## src/rtl/nba_delay_scheduler.sv

```systemverilog
// nba_delay_scheduler: holds delayed register updates in a small slot pool.
// Each slot counts down. A slot commits its value to q on the edge where its
// counter moves from 1 to 0. When several slots expire on the same edge, the
// most recently accepted slot wins. A delay-0 request accepted on that edge
// beats every expiring slot.
module nba_delay_scheduler #(
   parameter int                DATA_W    = 8,
   parameter int                DELAY_W   = 4,
   parameter int                SLOTS     = 4,
   parameter logic [DATA_W-1:0] RESET_VAL = '0
) (
   input  logic                         clk,
   input  logic                         rst,
   input  logic                         req_valid,
   output logic                         req_ready,
   input  logic [DELAY_W-1:0]           req_delay,
   input  logic [DATA_W-1:0]            req_data,
   input  logic                         cancel,
   output logic [DATA_W-1:0]            q,
   output logic                         q_update,
   output logic [$clog2(SLOTS+1)-1:0]   pending_cnt
);

   localparam int                 CNT_W   = $clog2(SLOTS+1);
   localparam logic [CNT_W-1:0]   SLOTS_C = CNT_W'(SLOTS);
   localparam logic [DELAY_W-1:0] ONE     = DELAY_W'(1);

   // Per-slot state.
   // Bit j of older_reg[i] is set when slot i was accepted before slot j.
   logic                valid_reg [SLOTS];
   logic                valid_next[SLOTS];
   logic [DELAY_W-1:0]  cnt_reg   [SLOTS];
   logic [DELAY_W-1:0]  cnt_next  [SLOTS];
   logic [DATA_W-1:0]   data_reg  [SLOTS];
   logic [DATA_W-1:0]   data_next [SLOTS];
   logic [SLOTS-1:0]    older_reg [SLOTS];
   logic [SLOTS-1:0]    older_next[SLOTS];

   logic [DATA_W-1:0]   q_reg, q_next;
   logic                q_update_reg, q_update_next;
   logic [CNT_W-1:0]    pending_cnt_reg, pending_cnt_next;

   logic [SLOTS-1:0]    expire;
   logic [SLOTS-1:0]    newest;
   logic [DATA_W-1:0]   win_data;
   logic                accept;
   logic                alloc;
   int                  alloc_idx;

   // Ready depends only on the requested delay and the registered occupancy,
   // so a slot that expires this edge is not offered until the next one.
   assign req_ready   = (req_delay == '0) || (pending_cnt_reg < SLOTS_C);
   assign accept      = req_valid && req_ready;
   assign alloc       = accept && (req_delay != '0);
   assign q           = q_reg;
   assign q_update    = q_update_reg;
   assign pending_cnt = pending_cnt_reg;

   generate
      for (genvar gi = 0; gi < SLOTS; gi++) begin : g_expire
         assign expire[gi] = valid_reg[gi] && (cnt_reg[gi] == ONE);
      end
   endgenerate

   // Among the expiring slots, keep only the one no other expiring slot is newer than.
   always_comb begin
      newest = expire;
      for (int i = 0; i < SLOTS; i++) begin
         for (int j = 0; j < SLOTS; j++) begin
            if (j != i && expire[j] && !older_reg[j][i]) newest[i] = 1'b0;
         end
      end
   end

   // One-hot select of the winning slot's data.
   always_comb begin
      win_data = '0;
      for (int i = 0; i < SLOTS; i++) begin
         if (newest[i]) win_data = win_data | data_reg[i];
      end
   end

   // Lowest free slot. After a cancel every slot is free, so slot 0 is used.
   always_comb begin
      alloc_idx = 0;
      for (int i = SLOTS - 1; i >= 0; i--) begin
         if (!valid_reg[i]) alloc_idx = i;
      end
      if (cancel) alloc_idx = 0;
   end

   // Slot countdown, expiry, cancel and allocation, in that priority order.
   always_comb begin
      pending_cnt_next = '0;
      for (int i = 0; i < SLOTS; i++) begin
         valid_next[i] = valid_reg[i];
         cnt_next[i]   = cnt_reg[i];
         data_next[i]  = data_reg[i];
         if (valid_reg[i]) begin
            if (expire[i]) valid_next[i] = 1'b0;
            else           cnt_next[i]   = cnt_reg[i] - ONE;
         end
         if (cancel) valid_next[i] = 1'b0;
         if (alloc && i == alloc_idx) begin
            valid_next[i] = 1'b1;
            cnt_next[i]   = req_delay;
            data_next[i]  = req_data;
         end
         pending_cnt_next = pending_cnt_next + CNT_W'(valid_next[i]);
      end
   end

   // Age matrix update: a newly allocated slot is younger than every survivor.
   always_comb begin
      for (int i = 0; i < SLOTS; i++) begin
         older_next[i] = older_reg[i];
         if (alloc) begin
            for (int j = 0; j < SLOTS; j++) begin
               if (i == alloc_idx)      older_next[i][j] = 1'b0;
               else if (j == alloc_idx) older_next[i][j] = valid_next[i];
            end
         end
      end
   end

   // Output register write: a delay-0 accept wins over any expiring slot.
   always_comb begin
      q_next        = q_reg;
      q_update_next = 1'b0;
      if (accept && req_delay == '0) begin
         q_next        = req_data;
         q_update_next = 1'b1;
      end else if (!cancel && (|expire)) begin
         q_next        = win_data;
         q_update_next = 1'b1;
      end
   end

   // Output and occupancy registers.
   always_ff @(posedge clk or posedge rst) begin
      if (rst) begin
         q_reg           <= RESET_VAL;
         q_update_reg    <= 1'b0;
         pending_cnt_reg <= '0;
      end else begin
         q_reg           <= q_next;
         q_update_reg    <= q_update_next;
         pending_cnt_reg <= pending_cnt_next;
      end
   end

   generate
      for (genvar gi = 0; gi < SLOTS; gi++) begin : g_slot
         // Per-slot storage; reset frees the slot and drops its pending value.
         always_ff @(posedge clk or posedge rst) begin
            if (rst) begin
               valid_reg[gi] <= 1'b0;
               cnt_reg[gi]   <= '0;
               data_reg[gi]  <= '0;
               older_reg[gi] <= '0;
            end else begin
               valid_reg[gi] <= valid_next[gi];
               cnt_reg[gi]   <= cnt_next[gi];
               data_reg[gi]  <= data_next[gi];
               older_reg[gi] <= older_next[gi];
            end
         end
      end
   endgenerate

endmodule

```

## config.mk

```make
export PLATFORM = sky130hd
export DESIGN_NAME = nba_delay_scheduler
export DESIGN_NICKNAME = d
export VERILOG_FILES = /design/src/rtl/nba_delay_scheduler.sv
export SDC_FILE = /design/constraint.sdc
export NUM_CORES = 1
export LEC_CHECK = 0
export BUFFER_PORTS_ARGS = -buffer_cell sky130_fd_sc_hd__clkbuf_2
export CAP_MARGIN = 20
export CORE_MARGIN = 2
export CORE_UTILIZATION = 40
export DETAILED_ROUTE_END_ITERATION = 8
export SYNTH_ARGS = -nofsm -noshare
export SYNTH_HDL_FRONTEND = slang
export SYNTH_SLANG_ARGS = --single-unit
export TNS_END_PERCENT = 1
```

## constraint.sdc

```tcl
create_clock -name clk -period 2.9 [get_ports clk]
set_clock_uncertainty 0.1 [all_clocks]
set_input_delay 0.145 -clock clk [delete_from_list [all_inputs] [get_ports clk]]
set_output_delay 0.145 -clock clk [all_outputs]
set_load 0.02 [all_outputs]
```

# Word level (Yosys, flattened, before mapping)
# Index checks and enable logic that the tools add are counted.
[word_totals] regBits=76 in_bits=16
[classes] addsub=7 magnitude_cmp=1 eq_ne=11 mux=77 bitwise_logic=3 reduce_logical=63
[ops] op="$mux 32" count=4
[ops] op="$eq 3x32->1 const A" count=2
[ops] op="$mux 1" count=54
[ops] op="$mux 4" count=12
[ops] op="$mux 8" count=6
[ops] op="$eq 2x32->1 const A" count=1
[ops] op="$logic_not 32->1" count=1
[ops] op="$logic_and 1x1->1" count=24
[ops] op="$or 8x8->8" count=3
[ops] op="$reduce_bool 2->1" count=11
[ops] op="$reduce_and 2->1" count=10
[ops] op="$eq 4x1->1 const B" count=4
[ops] op="$sub 4x1->4 const B" count=4
[ops] op="$logic_not 1->1" count=13
[ops] op="$ne 2x1->1 const B" count=4
[ops] op="$logic_not 4->1" count=1
[ops] op="$reduce_bool 4->1" count=1
[ops] op="$reduce_or 4->1" count=1
[ops] op="$add 2x1->3" count=1
[ops] op="$add 3x1->3" count=1
[ops] op="$lt 3x3->1 const B" count=1
[ops] op="$add 1x1->2" count=1
[ops] op="$mux 2" count=1
[ops] op="$logic_or 1x1->1" count=1

# Longest topological paths before layout
[depth] depth_word=15 mapped_depth=11 ltp_nobuf=10

# Worst setup path after synthesis
# OpenSTA, ideal clock, no wires.
[synth_timing] path_kind="reg-to-reg" from="register valid_reg[3] (netlist bit)" to="register pending_cnt_reg[1] (netlist: pending_cnt[1])" setup_time_ps=126 t_arrival_ps=2421 t_required_ps=2674 slack_ps=253 stages_incl_launch_ff=11 period_less_slack_ps=2647 cell_sequence="dfrtp_1 -> nor2b_1 -> nand2_1 -> inv_1 -> ha_1 -> nand2_2 -> buf_2 -> o21ai_0 -> fa_1 -> ha_1 -> ha_1"
[synth_rtl] item="start: declaration" line="30" source="logic valid_reg [SLOTS];"
[synth_rtl] item="start signal: indexed assignment" line="162" source="valid_reg[gi] <= valid_next[gi];"
[synth_rtl] item="end signal: assignment" line="148" source="pending_cnt_reg <= pending_cnt_next;"
[synth_rtl] item="end: declaration" line="41" source="logic [CNT_W-1:0] pending_cnt_reg, pending_cnt_next;"

==> flow_metrics.tcl <==
set metrics [dict create \
    dieArea_um2 10000 \
    synth.net_count 335 \
    ys_ff_latch 76 \
    worstSetupPathType "reg -> reg" \
    synth_top_area_frac 0.515 \
    num_rows 35 \
    finalCritPeriodShare 0.852 \
    fin_crit_ns 2.47 \
    final_util 0.473 \
    synth_enable_flop_cells 0 \
    multi_input_area_um2 1670 \
    final_cell_mix "dfrtp_1, mux2_2, clkbuf_2" \
    core-area_um2 9110 \
    dpl.hpwl_um 5210 \
    ys_warn_count 0 \
    ys_seq_area_frac 0.515 \
    peakVddDrop_v 0.000377 \
    place.gp.congestion 0.820 \
    antenna_found_initial 0 \
    first_pass_iters 4 \
    cts_tree "done" \
    fin_tns_setup_ns 0 \
    root_buffer "clkbuf_8" \
    avgRoutedWirePerCell_um 16.6 \
    power_density_nw_per_um2 832 \
    clock_latency_ns 0.34 \
    arrival_ns 2.60 \
    grt_pass1_vias 2616 \
    crit_end "pending_cnt[1]" \
    synth_top_family_by_area "multiplexers" \
    crit_fanout 4 \
    postCtsSetupBuffers 0 \
    drc 0 \
    worst_pin_slew_ns 0.737 \
    drt_iter0_markers 125 \
    wl_um 7820 \
    htreeDepth 3 \
    hold_viol_final 0 \
    cts.path.max_buffers 2 \
    drive_gt1_frac 0.331 \
    grt-ovfl-total 0 \
    numCtsBuffers 9 \
    cts.sink_count 76 \
    syn_avg_cell_area_um2 12.1 \
    status "complete, no violations" \
    n_antenna_cell 0 \
    synth_compound_area_frac 0.125 \
    area_delta_synth_final_pct 16.9 \
    async_flop_share 1.00 \
    pin_count 29 \
    vias_per_cell 5.33 \
    maxSlewViolCount 0 \
    grtUsageTotal 0.173 \
    r2r_end "pending_cnt[1]" \
    cp-end-kind "register" \
    setup.reg_to_reg.worst_slack_ns 0.43 \
    synthAdderAreaFrac 0.0529 \
    worstHoldPathType "in -> reg" \
    crit_path_start "valid_reg[3]" \
    reg2reg_from "valid_reg[3]" \
    fillers 829 \
    max_freq_mhz 405 \
    worst-r2r-cell-count 9 \
    worst_hold_slack_ns 0.0137 \
    ant_nets 0 \
    critPathLaunchType "register" \
    cts.clk_slew.worst_paths_ns 0.08 \
    port_buffers 28 \
    synthXorXnorAreaFrac 0.0285 \
    grt_max_degree 77 \
    synthesis.area_um2 3690 \
    largest_reg_flops 32 \
    synth.mux.area_fraction 0.134 \
    die_h_um 100 \
    required_ns 3.03 \
    synthFlopType "dfrtp_1" \
    vias 2503 \
    yosys.cell_types.count 34 \
    die_w_um 100 \
    maxCapViolations 0 \
    start_util 0.405 \
    setup-violations-final 0 \
    p_leak_nw 1.97 \
    synthSimpleGateAreaFrac 0.112 \
    nNetsFinal 385 \
    grt_pass1_wl_um 13300 \
    yosysTopAreaCell "dfrtp_1" \
    max_slew_margin 0.506 \
    synthCells 304 \
    synth.area.top_cells "dfrtp_1, mux2_2, ha_1" \
    register_area_um2 1900 \
    layout_commonest_cell "dfrtp_1" \
    rsz0062_at_grt "no" \
]
## critical path: stages (launching register included)
cell	delay (ns)
dfrtp_1	0.40
nor2b_1	0.16
nand2_1	0.14
inv_1	0.10
ha_1	0.25
nand2_2	0.08
o21ai_0	0.13
fa_1	0.51
ha_1	0.21
ha_1	0.27
## synthesized netlist by cell type, types with 2 or more instances
cell,count
a21oi_1,20
a221oi_1,8
a22oi_1,8
buf_2,2
buf_6,3
dfrtp_1,76
ha_1,14
inv_1,19
mux2_2,44
nand2_1,9
nand2_2,5
nand3_1,5
nand4bb_1,3
nor2_1,25
nor3_1,4
nor3_2,3
nor4_1,4
nor4_4,2
o21ai_0,9
o22ai_1,11
o31ai_2,3
o41ai_2,4
xnor2_1,12
## cells by family after synthesis
family	after synthesis
AOI/OAI and AO/OA	65
xor gates and xnor gates	12
adders and majority gates	15
buffers and inverters	25
DFF	76
muxes	44
and+or+nand+nor	67
## layout make-up
| type | instances | area share |
|---|---|---|
| Clock inverter | 6 | 0.0221 |
| Multi-Input combinational cell | 203 | 0.387 |
| Timing Repair Buffer | 45 | 0.0691 |
| Tap cell | 111 | 0.0322 |
| Sequential cell | 76 | 0.441 |
| Clock buffer | 10 | 0.0319 |
| Inverter | 19 | 0.0165 |
## through the flow
step | area, um^2 | power (W) | cells | worst slack (ns)
3_3_place_gp | 4010 | 0.00265 | 447 | 0.470
3_5_place_dp | 4010 | 0.00267 | 447 | 0.453
2_1_floorplan | 3690 | 0.00239 | 304 | 0.253
4_1_cts | 4310 | 0.00362 | 470 | 0.433
5_1_grt | 4310 | 0.00385 | 470 | 0.203
6_report | 4310 | 0.00359 | 470 | 0.430
## what timing repair did
action	CTS	global route
gates resized for setup	0	0
hold buffers	7	0
hold endpoints to repair	100	0
## per-layer routing
metal / up-vias / track usage / share of wire
met5: - / 0 / 0
met4: 0 / 0.0738 / 0.016
met3: 15 / 0.0272 / 0.021
met2: 33 / 0.269 / 0.46
met1: 1241 / 0.242 / 0.51
li1: 1214 / - / -
## worst min-delay path by stage
| stage | from | end | cells past startpoint |
|---|---|---|---|
| final | req_data[2] | data_reg[26] | 2 |
| after global routing | req_data[2] | data_reg[26] | 2 |
| after CTS | req_data[2] | data_reg[26] | 2 |
| after detailed placement | rst | cnt_reg[4] | 3 |
| after global placement | rst | cnt_reg[4] | 3 |
| after floorplan | req_delay[1] | cnt_reg[13] | 1 |
## power by group
group	leakage, nW	internal (W)	switching (W)	total (W)
Clock	0.117	0.000517	0.000413	0.000931
Combinational	0.915	0.000494	0.000506	0.00100
Sequential	0.942	0.00142	0.000233	0.00165
Power figures use the tool's default switching activity.
